File: config.mk
export PLATFORM = sky130hd
export DESIGN_NAME = oh_fifo_wr_arbiter
export DESIGN_NICKNAME = d
export VERILOG_FILES = /design/src/rtl/oh_fifo_wr_arbiter_pkg.sv /design/src/rtl/oh_fifo_wr_arbiter_rr.sv /design/src/rtl/oh_fifo_wr_arbiter.sv
export SDC_FILE = /design/constraint.sdc
export NUM_CORES = 1
export LEC_CHECK = 0
export ABC_CLOCK_PERIOD_IN_PS = 3000
export BUFFER_PORTS_ARGS = -buffer_cell sky130_fd_sc_hd__buf_2
export CAP_MARGIN = 20
export CORE_AREA = 3 3 211 213
export DETAILED_ROUTE_END_ITERATION = 7
export DIE_AREA = 0 0 214 216
export GPL_ROUTABILITY_DRIVEN = 0
export PLACE_DENSITY = 0.41
export RECOVER_POWER = 100
export SETUP_SLACK_MARGIN = 0.15
export SYNTH_ARGS = -nofsm -noshare
export SYNTH_HDL_FRONTEND = slang
export SYNTH_SLANG_ARGS = --single-unit
export TNS_END_PERCENT = 1
File: constraint.sdc
create_clock -name clk -period 3 [get_ports clk]
set_input_delay 0.3 -clock clk [delete_from_list [all_inputs] [get_ports clk]]
set_output_delay 0.3 -clock clk [all_outputs]
set_load 0.02 [all_outputs]
File: src/rtl/oh_fifo_wr_arbiter_pkg.sv
// ----------------------------------------------------------------------------
// oh_fifo_wr_arbiter_pkg
//   Shared definitions for the FIFO write-port arbiter:
//   - state_e   : arbiter FSM states (IDLE = 1'b0, XFER = 1'b1)
//   - N_MIN/N_MAX and n_in_range() : legal range of the requester count
// ----------------------------------------------------------------------------
package oh_fifo_wr_arbiter_pkg;

  typedef enum logic {
    IDLE = 1'b0,
    XFER = 1'b1
  } state_e;

  localparam int N_MIN = 2;
  localparam int N_MAX = 16;

  function automatic bit n_in_range(input int n);
    return (n >= N_MIN) && (n <= N_MAX);
  endfunction

endpackage

File: src/rtl/oh_fifo_wr_arbiter_rr.sv
// ----------------------------------------------------------------------------
// oh_fifo_wr_arbiter_rr
//   Combinational winner picker for the FIFO write arbiter.
//   Default build: round-robin, searching upward from last_id+1 modulo N.
//   With OH_FIFO_ARB_FIXEDPRIO_EN defined: fixed priority, lowest index wins,
//   last_id is ignored.
//
// Ports:
//   req     in  N   request vector
//   last_id in  NW  index of the most recently served requester
//   gnt     out N   one-hot winner (zero when req is zero)
//   gnt_id  out NW  binary index of the winner
// ----------------------------------------------------------------------------
module oh_fifo_wr_arbiter_rr #(
  parameter int N  = 4,
  parameter int NW = $clog2(N)
) (
  input  logic [N-1:0]  req,
  input  logic [NW-1:0] last_id,
  output logic [N-1:0]  gnt,
  output logic [NW-1:0] gnt_id
);

`ifdef OH_FIFO_ARB_FIXEDPRIO_EN

  logic unused_last_id;
  assign unused_last_id = ^last_id;

  // Scan from the lowest priority upward so the final hit is the winner.
  always_comb begin
    // NOTE: every output gets a default first so no path leaves it unassigned
    // (which would infer a latch).
    gnt    = '0;
    gnt_id = '0;
    for (int i = N - 1; i >= 0; i--) begin
      if (req[i]) begin
        gnt    = '0;
        gnt[i] = 1'b1;
        gnt_id = NW'(i);
      end
    end
  end

`else

  // Offset k = 1 is the highest priority (the requester after last_id), k = N
  // the lowest (last_id itself). Scanning k downward leaves the winner last.
  always_comb begin
    gnt    = '0;
    gnt_id = '0;
    for (int k = N; k >= 1; k--) begin
      if (req[(int'(last_id) + k) % N]) begin
        gnt                               = '0;
        gnt[(int'(last_id) + k) % N]      = 1'b1;
        gnt_id                            = NW'((int'(last_id) + k) % N);
      end
    end
  end

`endif

endmodule

File: src/rtl/oh_fifo_wr_arbiter.sv
// ----------------------------------------------------------------------------
// oh_fifo_wr_arbiter
//   Shares the write port of one oh_fifo_generic between N packet-oriented
//   requesters. One packet at a time: the grant is taken in IDLE (only while
//   fifo_prog_full is low) and held in XFER until the beat flagged last is
//   written, so packets never interleave. Beats are gated by fifo_full.
//   Optional macro OH_FIFO_ARB_FIXEDPRIO_EN selects fixed priority instead of
//   round-robin; ports and timing are identical in both builds.
//
// Ports:
//   clk            in  1     clock (FIFO wr_clk)
//   reset          in  1     asynchronous active-high reset
//   req_valid      in  N     per-requester beat valid
//   req_last       in  N     per-requester last beat flag
//   req_data       in  N*DW  per-requester data, requester i at [i*DW+:DW]
//   req_ready      out N     per-requester beat accept
//   fifo_full      in  1     FIFO full
//   fifo_prog_full in  1     FIFO programmable full
//   fifo_wr_en     out 1     FIFO write enable
//   fifo_din       out DW    FIFO write data
//   grant          out N     registered one-hot grant, zero when idle
//   grant_id       out NW    binary index of the current grant
//   busy           out 1     high while in XFER
// ----------------------------------------------------------------------------
module oh_fifo_wr_arbiter
  import oh_fifo_wr_arbiter_pkg::*;
#(
  parameter int N  = 4,
  parameter int DW = 104,
  parameter int NW = $clog2(N)
) (
  input  logic            clk,
  input  logic            reset,
  input  logic [N-1:0]    req_valid,
  input  logic [N-1:0]    req_last,
  input  logic [N*DW-1:0] req_data,
  output logic [N-1:0]    req_ready,
  input  logic            fifo_full,
  input  logic            fifo_prog_full,
  output logic            fifo_wr_en,
  output logic [DW-1:0]   fifo_din,
  output logic [N-1:0]    grant,
  output logic [NW-1:0]   grant_id,
  output logic            busy
);

  if (!n_in_range(N)) begin : g_bad_n
    $error("oh_fifo_wr_arbiter: N must be in 2..16");
  end

  state_e        state_q, state_d;
  logic [N-1:0]  grant_d;
  logic [NW-1:0] grant_id_d;
  logic [NW-1:0] last_id_q;
  logic [N-1:0]  pick_gnt;
  logic [NW-1:0] pick_id;
  logic          xfer_last;

  oh_fifo_wr_arbiter_rr #(
    .N  (N),
    .NW (NW)
  ) u_rr (
    .req     (req_valid),
    .last_id (last_id_q),
    .gnt     (pick_gnt),
    .gnt_id  (pick_id)
  );

  // Zero-latency write path from the granted requester. grant is all zero
  // outside XFER, so nobody sees ready while arbitrating.
  assign busy       = (state_q == XFER);
  assign req_ready  = grant & {N{~fifo_full}};
  assign fifo_wr_en = busy & req_valid[grant_id] & req_ready[grant_id];
  assign fifo_din   = busy ? req_data[int'(grant_id)*DW +: DW] : '0;
  assign xfer_last  = fifo_wr_en & req_last[grant_id];

  always_comb begin
    state_d    = state_q;
    grant_d    = grant;
    grant_id_d = grant_id;
    unique case (state_q)
      IDLE: begin
        if (|req_valid && !fifo_prog_full) begin
          grant_d    = pick_gnt;
          grant_id_d = pick_id;
          state_d    = XFER;
        end
      end
      XFER: begin
        // prog_full is deliberately ignored here: it only gates packet start.
        if (xfer_last) begin
          grant_d = '0;
          state_d = IDLE;
        end
      end
      default: state_d = IDLE;
    endcase
  end

  // NOTE: sequential state uses non-blocking assignments so every register
  // samples pre-edge values regardless of process ordering.
  always_ff @(posedge clk or posedge reset) begin
    if (reset) begin
      state_q  <= IDLE;
      grant    <= '0;
      grant_id <= '0;
    end else begin
      state_q  <= state_d;
      grant    <= grant_d;
      grant_id <= grant_id_d;
    end
  end

`ifdef OH_FIFO_ARB_FIXEDPRIO_EN
  // Fixed priority keeps no history; the picker ignores this value.
  assign last_id_q = NW'(N - 1);
`else
  // Reset to N-1 so requester 0 has top priority after reset.
  always_ff @(posedge clk or posedge reset) begin
    if (reset) begin
      last_id_q <= NW'(N - 1);
    end else if (xfer_last) begin
      last_id_q <= grant_id;
    end
  end
`endif

endmodule

Yosys cells after proc, flatten, opt, wreduce, memory -nomap -nowiden
Index checks and enable logic that the tools add are counted.
{ "word_totals": {"register_bits": 9, "out_inout_bits": 116, "elab_cells": 85} }
{ "op_classes": {"n_addsub": 4, "multipliers": 1, "order_cmp": 9, "n_eq_ne": 2, "n_shift": 1, "muxes": 41, "n_bitwise": 10, "n_reduce_logical": 13} }
{ "op_table": {"columns": ["operator", "n"], "rows": [
  ["416-bit by 10-bit indexed part select with 104-bit output", 1],
  ["104-bit 2-to-1 mux", 1],
  ["4-bit 2-to-1 mux", 6],
  ["1-bit 2-to-1 mux", 17],
  ["3-bit by 4-bit < comparator with 1-bit output, second input constant", 4],
  ["1-bit binary-select mux with 2-bit select", 7],
  ["3-bit by 1-bit >= comparator with 1-bit output, second input constant", 4],
  ["1-bit demux with 2-bit select", 4],
  ["2-bit 2-to-1 mux", 4],
  ["4-bit case mux with 2 select lines", 1],
  ["2-bit OR reduction", 4],
  ["2-bit by 4-bit multiplier with 6-bit output, second input constant", 1],
  ["1-bit logical AND", 5],
  ["2-bit by 1-bit adder with 2-bit output, second input constant", 2],
  ["2-bit adder, second input constant", 2],
  ["1-bit bitwise AND, first input constant", 4],
  ["4-bit bitwise AND", 1],
  ["2-bit AND reduction", 2],
  ["4-bit OR reduction", 1],
  ["1-bit bitwise AND", 3],
  ["2-bit by 3-bit < comparator with 1-bit output, second input constant", 1],
  ["2-bit by 1-bit != test with 1-bit output, second input constant", 1],
  ["2-bit != test, second input constant", 1],
  ["1-bit inverter", 2],
  ["other kinds (2)", 2]
]} }

Depth between registers and ports, before layout
{ "logic_depth": {"ltp_word": 13, "depth_mapped": 9, "mapped_depth_nobuf": 7} }

By module
A second synthesis with hierarchy kept.
{ "unflattened": {"cells_unflattened": 338, "area_unflattened_um2": 4117.7} }
{ "modules_own_cells": {"columns": ["module", "instances", "cells_each", "area_each_um2", "seq_area_each_um2"], "rows": [
  ["oh_fifo_wr_arbiter", 1, 289, 3704.8, 227.7],
  ["oh_fifo_wr_arbiter_rr", 1, 49, 412.9, 0.0]
]} }

Worst setup path before layout
Ideal clock, no wire load.
{ "synth_timing": {"kind": "register to register", "startpoint": "register last_id_q[1]", "endpoint": "register grant[0]", "setup_ns": 0.087, "arrival_ns": 2.246, "required_ns": 2.913, "setup_slack_ns": 0.667, "stages_incl_launch_ff": 10, "n_path_buf": 2, "synth_period_minus_slack_ns": 2.333, "path_cell_list": "dfstp_2 > buf_2 > inv_1 > ha_1 > buf_2 > mux2_2 > nor2_1 > a31oi_2 > a311o_1 > a22oi_1"} }
{ "synth_between": {"elab_chain_len": 13, "elab_cells_between_ends": 50, "cone_classes": "add/sub (4); order compare (8); mux (26); bitwise (4); reduce/logical (8)"} }
{ "synth_lines": {"columns": ["element", "line", "rtl"], "rows": [
  ["start: declaration", "oh_fifo_wr_arbiter.sv:54", "logic [NW-1:0] last_id_q;"],
  ["start signal: assignment", "oh_fifo_wr_arbiter.sv:121", "last_id_q <= NW'(N - 1);"],
  ["start signal: assignment", "oh_fifo_wr_arbiter.sv:123", "last_id_q <= grant_id;"],
  ["2-bit by 1-bit adder with 2-bit output", "oh_fifo_wr_arbiter_rr.sv:52, oh_fifo_wr_arbiter_rr.sv:54", null],
  ["2-bit OR reduction (no line)", null, null],
  ["1-bit bitwise AND (no line)", null, null],
  ["3-bit by 4-bit < comparator with 1-bit output (implied by the code) or 3-bit by 1-bit >= comparator with 1-bit output (tied branches)", "oh_fifo_wr_arbiter_rr.sv:54", "gnt[(int'(last_id) + k) % N] = 1'b1;"],
  ["1-bit logical AND (implied by the code)", "oh_fifo_wr_arbiter_rr.sv:54", null],
  ["1-bit 2-to-1 mux (implied by the code)", "oh_fifo_wr_arbiter_rr.sv:54", null],
  ["1-bit demux with 2-bit select", null, null],
  ["4-bit 2-to-1 mux (3 in series)", "oh_fifo_wr_arbiter_rr.sv:52", "if (req[(int'(last_id) + k) % N]) begin"],
  ["4-bit 2-to-1 mux *", "oh_fifo_wr_arbiter_rr.sv:52", null],
  ["4-bit 2-to-1 mux *", "oh_fifo_wr_arbiter.sv:83", "if (|req_valid && !fifo_prog_full) begin"],
  ["4-bit case mux with 2 select lines *", "oh_fifo_wr_arbiter.sv:81", "unique case (state_q)"],
  ["end signal: assignment", "oh_fifo_wr_arbiter.sv:109", "grant <= grant_d;"],
  ["end: declaration", "oh_fifo_wr_arbiter.sv:42", "output logic [N-1:0] grant,"]
]} }
Every way passes the cells marked *; elsewhere a longest branch is shown, timed or not. The select of a mux whose other input is x is not followed.
A chain may end at the register's enable or synchronous reset.

Worst setup path in the final report
{ "layout_timing": {"startpoint": "register grant_id[0]", "endpoint": "output fifo_din[28]"} }
{ "layout_between": {"elab_chain_len": 3} }
{ "layout_lines": {"columns": ["element", "line", "rtl"], "rows": [
  ["start: declaration", "oh_fifo_wr_arbiter.sv:43", "output logic [NW-1:0] grant_id,"],
  ["start signal: assignment", "oh_fifo_wr_arbiter.sv:110", "grant_id <= grant_id_d;"],
  ["2-bit by 4-bit multiplier with 6-bit output", "oh_fifo_wr_arbiter.sv:74", "assign fifo_din = busy ? req_data[int'(grant_id)*DW +: DW] : '0;"],
  ["416-bit by 10-bit indexed part select with 104-bit output", "oh_fifo_wr_arbiter.sv:74", null],
  ["104-bit 2-to-1 mux", "oh_fifo_wr_arbiter.sv:74", null],
  ["end: declaration", "oh_fifo_wr_arbiter.sv:41", "output logic [DW-1:0] fifo_din,"]
]} }
Every way passes these cells.

==> run summary <==
The run finished with clean final reports. The mean number of vias per cell came out at 3.824. Across the run, the number of max-cap violations was 0. The critical path crosses 4 cells after its start point.

The number of buffers and inverters on the critical path came out at 2. The worst path in the final design needs a cycle of 2.670 ns, including I/O delays and setup. The arrival time of data at the critical path endpoint came out at 2.37 ns. Tracing the worst setup path back leads to its startpoint at grant_id[0]. The largest stage delay on the critical path is 0.60 ns. STA classifies the critical path startpoint as a register. The total congestion overflow came out at 0. In this run the static leakage power is 3.257 nW. The worst register-to-register path has a depth of 7.

The number of design-rule violations left by the first detailed-router iteration came out at 379. The slowest stage cell on the critical path is dfrtp_4. The most area-hungry cell type in the Yosys netlist is mux4_2.

The CTS tree is built. The number of nets in the finished design came out at 1,310. The multi-input combinational cells in the finished layout cover a total of 3656 um2.

The number of buffers on the longest clock path is 2. Of the cells placed in the final design, the portion with a size suffix greater than 1 is 67.28%. The count of pins over their slew limit is 0. The start of the worst register-to-register path is last_id_q[1]. The placeable core area came out at 42,890 um2. The initial antenna violation count was 2. The maximum clock frequency came out at 374.6 MHz. The overall global routing resource usage came out at 10.87%. Buffers placed on the I/O ports in this run total 543. By instance count, the leading cell after synthesis is mux4_2. The chip height came out at 216 um.

The number of synthesized flops with an enable pin came out at 0. Grouping stages by cell kind, the critical path spends the most delay in buffers and inverters. The post-layout worst setup margin is 0.3305 ns. The clock buffer count from CTS is 3. The total negative slack for setup checks came out at 0 ns. The initial utilization of the core area, before any placement, comes to 9.526%. The total power after layout is 6.469 mW. For this run, design rule violations remaining after detail routing come to 0. The register-to-register setup slack is 0.48 ns. The number of storage elements in the synthesis netlist is 9.

The HPWL after detailed placement came out at 23,570 um. The number of filler cells placed in the layout is 4,846. Before CTS, the worst setup slack after placement is 0.5402 ns. VDD sags by at most 580.2 uV. The leading register cell type out of synthesis is dfrtp_1. The top-level port count is 544. In this run the critical register-to-register path is captured at grant[1]. The die outline area came out at 46,220 um2. In this run, post-CTS hold repair placed 0 buffers. The level count of the clock H-tree came out at 1. The post-synthesis cell area is 4085 um2. The synthesis warning total came out at 0. The synthesized netlist cell count came out at 351.

The final count of hold timing violations was 0. The area of all placed cells without fillers came out at 7533 um2. The power density normalized to cell area came out at 858.7 nW/um2. The initialized floorplan defines 76 standard-cell rows. The commonest cells after synthesis are mux4_2, and2_1, clkbuf_1. The TritonCTS sink count came out at 9. The remaining antenna violation count came out at 0. The sequential cell area is 235.2 um2.

The ratio of final minimum period to clock period came out at 88.98%. In this run the worst hold path is classified as input pin to async pin. The data required time of the critical path is 2.70 ns. The async set-reset flop share out of synthesis is 100.0%.

The first global-routing pass estimated 38,620 um of wire. Traced cell by cell, the critical path runs through clkbuf_1 > mux4_2 > and2_0 > buf_2. Setup violations remaining at the end of the flow were counted as 0. Detailed routing inserted a total of 5,579 vias. The top-area cell type share of the netlist area came out at 58.44%. The number of setup buffers added after CTS came out at 0. The number of optimization iterations in the first detailed-route pass is 4. The relative area change from synthesis to final layout is 84.41%. Dividing the detail-routed wire length by the instance count gives 18.51 um.

The post-synthesis net count came out at 786. The clock latency of the later-clocked register in the worst-skew pair is 0.25 ns. The instance area after placement is 7590 um2. By area the synthesized netlist is led by mux4_2, and2_1, dfrtp_1, ha_1, buf_2. For the pin with the worst max-slew slack, the measured transition is 0.7817 ns. STA classifies the critical path endpoint as an output port. The remaining max-slew budget at the tightest pin is 47.89%.

The clock-pin slew of the registers on the worst-case setup and hold paths came out at 0.04 ns. In this run the clock root is driven by a clkbuf_16. The die is 214 um wide. Entering global routing, the biggest net connects 57 pins. The worst setup path is of the register to output port kind.

Setup repair after global routing left no endpoint under its margin. The sequential element share of the synthesized area is 5.574%. The final clock skew is 0.006351 ns. The via count of the first global-routing pass came out at 5,702. Dividing the synthesized area by the synthesized cell count gives 11.64 um2. The critical-path maximum fanout came out at 11. For this block, the routed nets add up to 27,010 um of wire. The number of distinct library cells after synthesis is 31. The diode insertion count for antenna repair is 0.

The count of cells resized by post-cts repair came out at 0.
## worst max path at each step
| stage | endpoint | slack (ns) |
|---|---|---|
| after floorplan | grant[0] | 0.67 |
| after global placement | grant_id[0] | 0.57 |
| after detailed placement | grant[0] | 0.54 |
| after CTS | fifo_din[56] | 0.50 |
| after global routing | fifo_din[30] | 0.18 |
| final | fifo_din[28] | 0.33 |
## routing by layer
metal	GRT usage (%)	routed length, um	vias to the layer above
li1	-	-	2455
met1	14.01	11150	2839
met2	19.94	14160	272
met3	1.774	1610	13
met4	0.6698	99	0
met5	0	0	-
## state kept, by name, summed over array words and instances (netlist names)
register,cells
last_id_q,2
grant_id,2
busy,1
grant,4
## final cells by class
| type | count | share of cell area, % |
|---|---|---|
| Clock buffer | 4 | 1.046 |
| Sequential cell | 9 | 3.122 |
| Timing Repair Buffer | 559 | 37.34 |
| Inverter | 5 | 0.2491 |
| Tap cell | 585 | 9.716 |
| Multi-Input combinational cell | 297 | 48.53 |
## cell usage in the layout (no fill, tap or decap), types with 6 or more instances in the layout
cell type and instances:
buf_2 454, mux4_2 106, clkbuf_1 93, and2_1 86, and2_0 18, nor2_1 13
o21ai_0 11, nand2_1 9, buf_12 8, ha_1 7, a21oi_1 6
## through the flow
step                      hold slack, ns  utilization, %  std cells
after floorplan                   0.1265               -        351
after global placement            0.3370           17.70       1455
after detailed placement          0.3437           17.70       1455
after CTS                        0.08187           17.88       1459
after global routing              0.1061           17.57       1459
final                            0.05145           17.57       1459
## power breakdown
group | total, mW | switching (mW) | internal [mW] | leakage [nW]
registers | 0.381 | 0.180 | 0.201 | 0.101
clock network | 0.248 | 0.0692 | 0.179 | 0.0382
logic | 5.84 | 3.26 | 2.58 | 3.12
total | 6.47 | 3.51 | 2.96 | 3.26
## cell families after synthesis
kind of cell	after synthesis	synth area share, %
AND/OR/NAND/NOR	139	20.31
adder cells (fa/ha/maj)	7	2.144
AO/OA/AOI/OAI	35	5.911
flip-flops	9	5.574
multiplexers	116	61.35
buffers and inverters	45	4.717
Note: power is estimated with default switching activity, not from simulation.
